==> src/rtl/bus_slave_regfile.sv <==
// ----------------------------------------------------------------------------
// bus_slave_regfile
//
// Register-file slave on the slv_* valid/ready bundle. A request seen in IDLE
// is latched, held for WAIT_CYCLES wait states, and completed with a one-cycle
// registered slv_ready pulse. Writes update the addressed register on the
// edge that enters the response cycle, and the response returns the new value.
// Addresses at or above NUM_REGS complete with slv_err=1 and slv_rdata=0, and
// a write to such an address is dropped.
//
// Ports
//   clock      in   1       rising-edge clock
//   reset      in   1       synchronous, active-high
//   slv_valid  in   1       request valid, held by the master until slv_ready
//   slv_write  in   1       1 = write, 0 = read
//   slv_addr   in   ADDR_W  register index
//   slv_wdata  in   DATA_W  write data
//   slv_rdata  out  DATA_W  read data, non-zero only in the response cycle
//   slv_ready  out  1       one-cycle completion pulse
//   slv_err    out  1       address error, qualified by slv_ready
//   busy       out  1       a transaction is in flight (WAIT or RESP)
// ----------------------------------------------------------------------------
module bus_slave_regfile #(
    parameter int ADDR_W      = 4,
    parameter int DATA_W      = 8,
    parameter int NUM_REGS    = 8,
    parameter int WAIT_CYCLES = 2
) (
    input  logic              clock,
    input  logic              reset,
    input  logic              slv_valid,
    input  logic              slv_write,
    input  logic [ADDR_W-1:0] slv_addr,
    input  logic [DATA_W-1:0] slv_wdata,
    output logic [DATA_W-1:0] slv_rdata,
    output logic              slv_ready,
    output logic              slv_err,
    output logic              busy
);

    // The wait counter must hold WAIT_CYCLES; keep at least one bit so the
    // zero-wait configuration still elaborates.
    localparam int CNT_W = (WAIT_CYCLES > 0) ? $clog2(WAIT_CYCLES + 1) : 1;
    localparam logic [CNT_W-1:0] CNT_LOAD = CNT_W'(WAIT_CYCLES);
    localparam logic [CNT_W-1:0] CNT_ONE  = CNT_W'(1);

    typedef enum logic [1:0] {
        S_IDLE = 2'd0,
        S_WAIT = 2'd1,
        S_RESP = 2'd2
    } state_t;

    state_t              r_state;
    state_t              w_state_nxt;
    logic [CNT_W-1:0]    r_cnt;

    logic                r_write;
    logic [ADDR_W-1:0]   r_addr;
    logic [DATA_W-1:0]   r_wdata;

    logic [DATA_W-1:0]   r_regs [NUM_REGS];

    logic [DATA_W-1:0]   r_rdata;
    logic                r_ready;
    logic                r_err;
    logic                r_busy;

    logic                w_accept;
    logic                w_req_write;
    logic [ADDR_W-1:0]   w_req_addr;
    logic [DATA_W-1:0]   w_req_wdata;
    logic                w_addr_ok;
    logic [DATA_W-1:0]   w_reg_rd;
    logic                w_enter_resp;
    logic                w_do_write;
    logic [DATA_W-1:0]   w_rdata_nxt;
    logic                w_err_nxt;
    logic                w_busy_nxt;

    assign w_accept = (r_state == S_IDLE) && slv_valid;

    // With zero wait states the response is entered on the accept edge itself,
    // so the live request fields are used in IDLE and the latched copy after.
    assign w_req_write = (r_state == S_IDLE) ? slv_write : r_write;
    assign w_req_addr  = (r_state == S_IDLE) ? slv_addr  : r_addr;
    assign w_req_wdata = (r_state == S_IDLE) ? slv_wdata : r_wdata;

    // One extra bit so NUM_REGS == 2**ADDR_W compares correctly and no
    // out-of-range address ever aliases onto an implemented register.
    assign w_addr_ok = ({1'b0, w_req_addr} < (ADDR_W + 1)'(NUM_REGS));

    always_comb begin
        w_reg_rd = '0;
        for (int i = 0; i < NUM_REGS; i++) begin
            if (w_req_addr == ADDR_W'(i)) begin
                w_reg_rd = r_regs[i];
            end
        end
    end

    // State register
    always_ff @(posedge clock) begin
        if (reset) begin
            r_state <= S_IDLE;
            r_cnt   <= '0;
        end else begin
            r_state <= w_state_nxt;
            if (w_accept) begin
                r_cnt <= CNT_LOAD;
            end else if (r_state == S_WAIT) begin
                r_cnt <= r_cnt - CNT_ONE;
            end
        end
    end

    // Next-state logic
    always_comb begin
        w_state_nxt = r_state;
        unique case (r_state)
            S_IDLE: begin
                if (slv_valid) begin
                    w_state_nxt = (WAIT_CYCLES == 0) ? S_RESP : S_WAIT;
                end
            end
            S_WAIT: begin
                if (r_cnt <= CNT_ONE) begin
                    w_state_nxt = S_RESP;
                end
            end
            S_RESP: begin
                w_state_nxt = S_IDLE;
            end
            default: begin
                w_state_nxt = S_IDLE;
            end
        endcase
    end

    // Output logic: next values of the registered response outputs
    always_comb begin
        w_enter_resp = (w_state_nxt == S_RESP);
        w_do_write   = w_enter_resp && w_req_write && w_addr_ok;
        w_err_nxt    = w_enter_resp && !w_addr_ok;
        w_busy_nxt   = (w_state_nxt != S_IDLE);
        w_rdata_nxt  = '0;
        if (w_enter_resp && w_addr_ok) begin
            w_rdata_nxt = w_req_write ? w_req_wdata : w_reg_rd;
        end
    end

    // Request latch: captured only on accept, so WAIT ignores the bus.
    always_ff @(posedge clock) begin
        if (w_accept) begin
            r_write <= slv_write;
            r_addr  <= slv_addr;
            r_wdata <= slv_wdata;
        end
    end

    // Register file: reset has priority, so a reset during WAIT drops the write.
    always_ff @(posedge clock) begin
        if (reset) begin
            for (int i = 0; i < NUM_REGS; i++) begin
                r_regs[i] <= '0;
            end
        end else if (w_do_write) begin
            for (int i = 0; i < NUM_REGS; i++) begin
                if (w_req_addr == ADDR_W'(i)) begin
                    r_regs[i] <= w_req_wdata;
                end
            end
        end
    end

    always_ff @(posedge clock) begin
        if (reset) begin
            r_rdata <= '0;
            r_ready <= 1'b0;
            r_err   <= 1'b0;
            r_busy  <= 1'b0;
        end else begin
            r_rdata <= w_rdata_nxt;
            r_ready <= w_enter_resp;
            r_err   <= w_err_nxt;
            r_busy  <= w_busy_nxt;
        end
    end

    assign slv_rdata = r_rdata;
    assign slv_ready = r_ready;
    assign slv_err   = r_err;
    assign busy      = r_busy;

endmodule

==> config.mk <==
export PLATFORM = sky130hd
export DESIGN_NAME = bus_slave_regfile
export DESIGN_NICKNAME = d
export VERILOG_FILES = /design/src/rtl/bus_slave_regfile.sv
export SDC_FILE = /design/constraint.sdc
export NUM_CORES = 1
export LEC_CHECK = 0
export CAP_MARGIN = 40
export CORE_UTILIZATION = 35
export CTS_CLUSTER_DIAMETER = 40
export DETAILED_ROUTE_END_ITERATION = 6
export PLACE_DENSITY = 0.65
export SLEW_MARGIN = 30
export SYNTH_ARGS = -nofsm -noshare
export SYNTH_HDL_FRONTEND = slang
export SYNTH_SLANG_ARGS = --single-unit
==> constraint.sdc <==
create_clock -name clock -period 2.6 [get_ports clock]
set_input_delay 0.65 -clock clock [delete_from_list [all_inputs] [get_ports clock]]
set_output_delay 0.65 -clock clock [all_outputs]
set_load 0.005 [all_outputs]
# Word level (Yosys, flattened, before mapping)
# Memories as Yosys holds them, arrays and structs flattened.
# Index checks and enable logic that the tools add are counted.
[totals]
reg_bits = 28
mem_bits_rw = 64
in_bits = 16
output_inout_bits = 11
n_memories = 1
[op_classes]
n_addsub = 1
order_cmp = 2
n_eq_ne = 9
n_mux = 59
n_bitwise = 9
reduce_logical = 12
[mem_list]
columns = ["memory", "words", "word_bits", "read_ports", "rd_ports_with_merged_regs", "wr", "line", "text"]
rows = [
  ["r_regs", 8, 8, 8, 0, 8, "61", "logic [DATA_W-1:0] r_regs [NUM_REGS];"],
]
[op_table]
columns = ["op", "count"]
rows = [
  ["8-bit 2-to-1 mux", 18],
  ["1-bit 2-to-1 mux", 35],
  ["4-bit by 3-bit == test with 1-bit output, second input constant", 4],
  ["4-bit by 2-bit == test with 1-bit output, second input constant", 2],
  ["2-bit 2-to-1 mux", 4],
  ["1-bit bitwise OR", 8],
  ["1-bit logical AND", 5],
  ["4-bit by 1-bit == test with 1-bit output, second input constant", 1],
  ["4-bit zero test", 1],
  ["4-bit less-than comparator, second input constant", 1],
  ["4-bit 2-to-1 mux", 1],
  ["2-bit case mux with 2 select lines", 1],
  ["2-bit nonzero test", 2],
  ["2-bit OR reduction", 2],
  ["2-bit by 1-bit == test with 1-bit output, second input constant", 1],
  ["2-bit == test, second input constant", 1],
  ["2-bit by 1-bit <= comparator with 1-bit output, second input constant", 1],
  ["2-bit zero test", 1],
  ["2-bit by 1-bit subtractor with 2-bit output, second input constant", 1],
  ["1-bit zero test", 1],
  ["1-bit inverter", 1],
]

# Depth between registers and ports, before layout
[depth]
depth_word = 12
ltp_mapped = 8
mapped_depth_nobuf = 6

# Worst setup path after synthesis
# No wires, ideal clock.
[synth_path]
kind = "input to register"
start = "in slv_addr[3]"
end = "mem r_regs[6][0], in the netlist r_regs[1][16] (enable)"
setup_time_ns = 0.387
t_arrival_ns = 2.156
required_ns = 2.213
slack_ns = 0.058
path_stages = 4
path_buffers = 0
cell_sequence = "or4b_1 o21ai_2 nand2_1 o31ai_1"
[synth_lines]
columns = ["item", "line", "text"]
rows = [
  ["start, declared", "33", "input logic [ADDR_W-1:0] slv_addr,"],
  ["end, declared", "61", ""],
]

==> summary.txt <==
Placed design
  • GPL Wtd Cong: between 0.8 and 0.9
  • DP Worst Slack: -0.103 ns
  • Port bufs: 26
  • HPWL Detailed: 7.21 mm
  • Post-Place Cell Area: 4760 um^2

Yosys
  • Synth Area per Inst: roughly 12 um^2
  • Synth Warn #: 0
  • Number of synthesized flops with an enable pin: 77
  • Synth Cell Area: between 4000 and 5000 um^2
  • Register area share after synthesis: 0.639
  • Async set-reset flop share out of synthesis: 0
  • Share of the synthesized area in the top cell type: 0.565
  • Dominant cells by area after synthesis: edfxtp_1 57%, dfxtp_1 7.3%, nor2_1 6.2%, mux2i_1 3.2%, nand2_1 2.9%
  • Post-Syn Instances: around 350
  • Yosys cell types: 50
  • Top FF cell, synth: edfxtp_1
  • FF+latch count, synth: 92
  • Syn_nets: about 360
  • Cell taking the most area after synthesis: edfxtp_1

Layout
  • Most frequent cells in the layout: 77 x edfxtp_1, 68 x nor2_1, 35 x buf_4
  • Commonest non-fill, non-tap cell in the layout: edfxtp_1
  • Area growth syn-to-layout: 24.6%
  • Final instance area: 5100 um^2
  • Diodes inserted: 0
  • Layout cell share with drive strength beyond 1: 0.204
  • Final net count: 417
  • Fill cell count: 1035

GRT
  • First-pass GRT wire length: 15.2 mm
  • Total track usage: 0.176
  • Largest net degree at the start of global routing: 16
  • Number of global-route vias before repair: 2954
  • Aggregate global routing overflow: 0
  • Initial antenna violation count: 0

Clock network
  • Hold buffers post-CTS: 0
  • Clk pin slew, worst setup/hold paths: roughly 0.06 ns
  • Post-CTS setup buffers: 0
  • Worst-skew pair later-pin latency: around 0.35 ns
  • Root Buffer: clkbuf_16
  • Htree depth: 3
  • TritonCTS clock tree: done
  • Sink Count: just over 90
  • Maximum clock insertion buffer count: 2
  • CTS buffer count: 9
  • Resize count post-CTS: 0

Die
  • Core Region: between 10000 and 15000 um^2
  • Die Ht: between 100 and 150 um
  • Die X-Extent: ~110 um
  • Initial core utilization: 0.358
  • Die footprint: between 10000 and 15000 um^2
  • Rows: 39
  • Ports: 27

Timing
  • Endpoints failing setup: 0
  • Post-layout min period: approximately 2.4 ns
  • Clock skew: approximately 0.0069 ns
  • Peak Freq: 413 MHz
  • Final Hold Vio Count: 0
  • Fin Hold WS: roughly 0.5 ns
  • Period utilization: 0.931
  • Final max-slew violation count: 0
  • Final worst slack: between 0.15 and 0.2 ns
  • Rel. slew slack: 0.664
  • TNS Setup: 0 ns
  • RSZ-0062 raised after global routing: no
  • Worst-Margin Slew: about 0.50 ns

Setup path
  • CP peak stage delay: ~0.74 ns
  • Critical path data arrival time: between 2 and 2.5 ns
  • CP max FO: 9
  • WS Path Type: reg2reg
  • CP Data Required Time: 2.61 ns
  • Slowest-stage cell, CP: or4b_2
  • Crit. End Element: register
  • Critical Path, Cell by Cell: nand2b_4 -> or4b_2 -> and2b_1 -> nand2_2 -> nand2_1
  • Startpoint Class: register

Detailed routing
  • DRC: 0
  • Routed WL per cell: around 18 um
  • Drt first pass iters: 5
  • Final wirelength: just under 10 mm
  • Routed Antenna Nets: 0
  • Vias: between 2k and 3k
  • Vias per inst: roughly 5.2
  • Initial DRC count: around 230

Power and ir drop
  • Seq pwr share: 0.473
  • Maximum vdd drop: around 500 uV
  • LEAKAGE: 1.92 nW
  • Net Sw Power: between 0.8 and 0.9 mW
  • Final Power: around 3.6 mW
  • Pwr dens: approximately 710 nW/um^2
  • Clock power frac: 0.402
  • Sw Share: 0.235
  • Power share of the combinational group: 0.125
  • P_int: around 2.8 mW

Hold path
  • Worst min path class: reg2reg

Job
  • Max_cap viols: 0

Outcome
  • Outcome: finished, final reports clean
-- final timing paths --
kind | start | slack [ns] | cells past startpoint | to
hold / removal | r_cnt[0]$_SDFFE_PP0N_ | 0.49 | 1 | r_cnt[0]$_SDFFE_PP0N_
setup reg to reg | r_state[0]$_SDFF_PP0_ | 0.18 | 5 | r_regs[1][10]$_SDFFCE_PN0P_
setup / recovery | r_state[0]$_SDFF_PP0_ | 0.18 | 5 | r_regs[1][10]$_SDFFCE_PN0P_
hold reg to reg | r_cnt[0]$_SDFFE_PP0N_ | 0.49 | 1 | r_cnt[0]$_SDFFE_PP0N_
-- per-stage QoR --
step,cells,utilization
2_1_floorplan,345,-
3_3_place_gp,533,0.417
3_5_place_dp,533,0.417
4_1_cts,549,0.446
5_1_grt,549,0.446
6_report,549,0.446
-- worst max-delay path: cells and delay by family, from the launching register on --
| kind | cells | cell delay (ns) |
|---|---|---|
| flops | 1 | 0.57 |
| simple gates | 5 | 1.52 |
-- metal layers --
layer,part of all wire,vias up,global-route usage,wire (um)
met5,0,-,0,0
met4,0.0099,0,0.0564,98
met3,0.049,13,0.0370,489
met2,0.52,83,0.324,5140
met1,0.42,1386,0.203,4190
li1,-,1364,-,-
-- power groups by stage --
| stage | combinational (mW) | sequential [mW] | clock (mW) |
|---|---|---|---|
| after floorplan | 0.271 | 1.72 | 0 |
| after global placement | 0.442 | 1.74 | 0 |
| after detailed placement | 0.450 | 1.74 | 0 |
| after CTS | 0.453 | 1.71 | 1.47 |
| after global routing | 0.489 | 1.72 | 1.53 |
| final | 0.452 | 1.71 | 1.46 |
-- layout make-up --
type	count	area (um^2)	area share
inverters	9	33.8	0.00663
clock buffers	11	254	0.0498
repair buffers	64	583	0.114
multi-input cells	225	1350	0.265
flip-flops and latches	92	2610	0.513
clock inverters	5	81.3	0.0160
well taps	143	179	0.0351
-- logic make-up (layout without fill, tap and decap cells) --
family,after synthesis,after routing,share of synthesized area
AOI/OAI and AO/OA,65,65,0.111
buffers and inverters,28,89,0.0309
DFF,92,92,0.639
muxes,20,20,0.0572
and+or+nand+nor,140,140,0.163
-- synthesized netlist by cell type (all sizes together), types with 6 or more instances --
master / number
a21oi: 13
a221oi: 7
a22oi: 8
buf: 8
clkbuf: 11
dfxtp: 15
edfxtp: 77
inv: 9
mux2i: 14
nand2: 34
nand2b: 6
nand3: 6
nor2: 70
o21ai: 13
or2: 10
-- registers in the layout, summed over array words and instances (netlist names) --
register   count
r_regs        64
r_wdata        8
slv_rdata      8
r_addr         4
r_cnt          2
r_state        2
busy           1
r_write        1
slv_err        1
slv_ready      1
No activity file was read; power rests on OpenSTA's default activity.
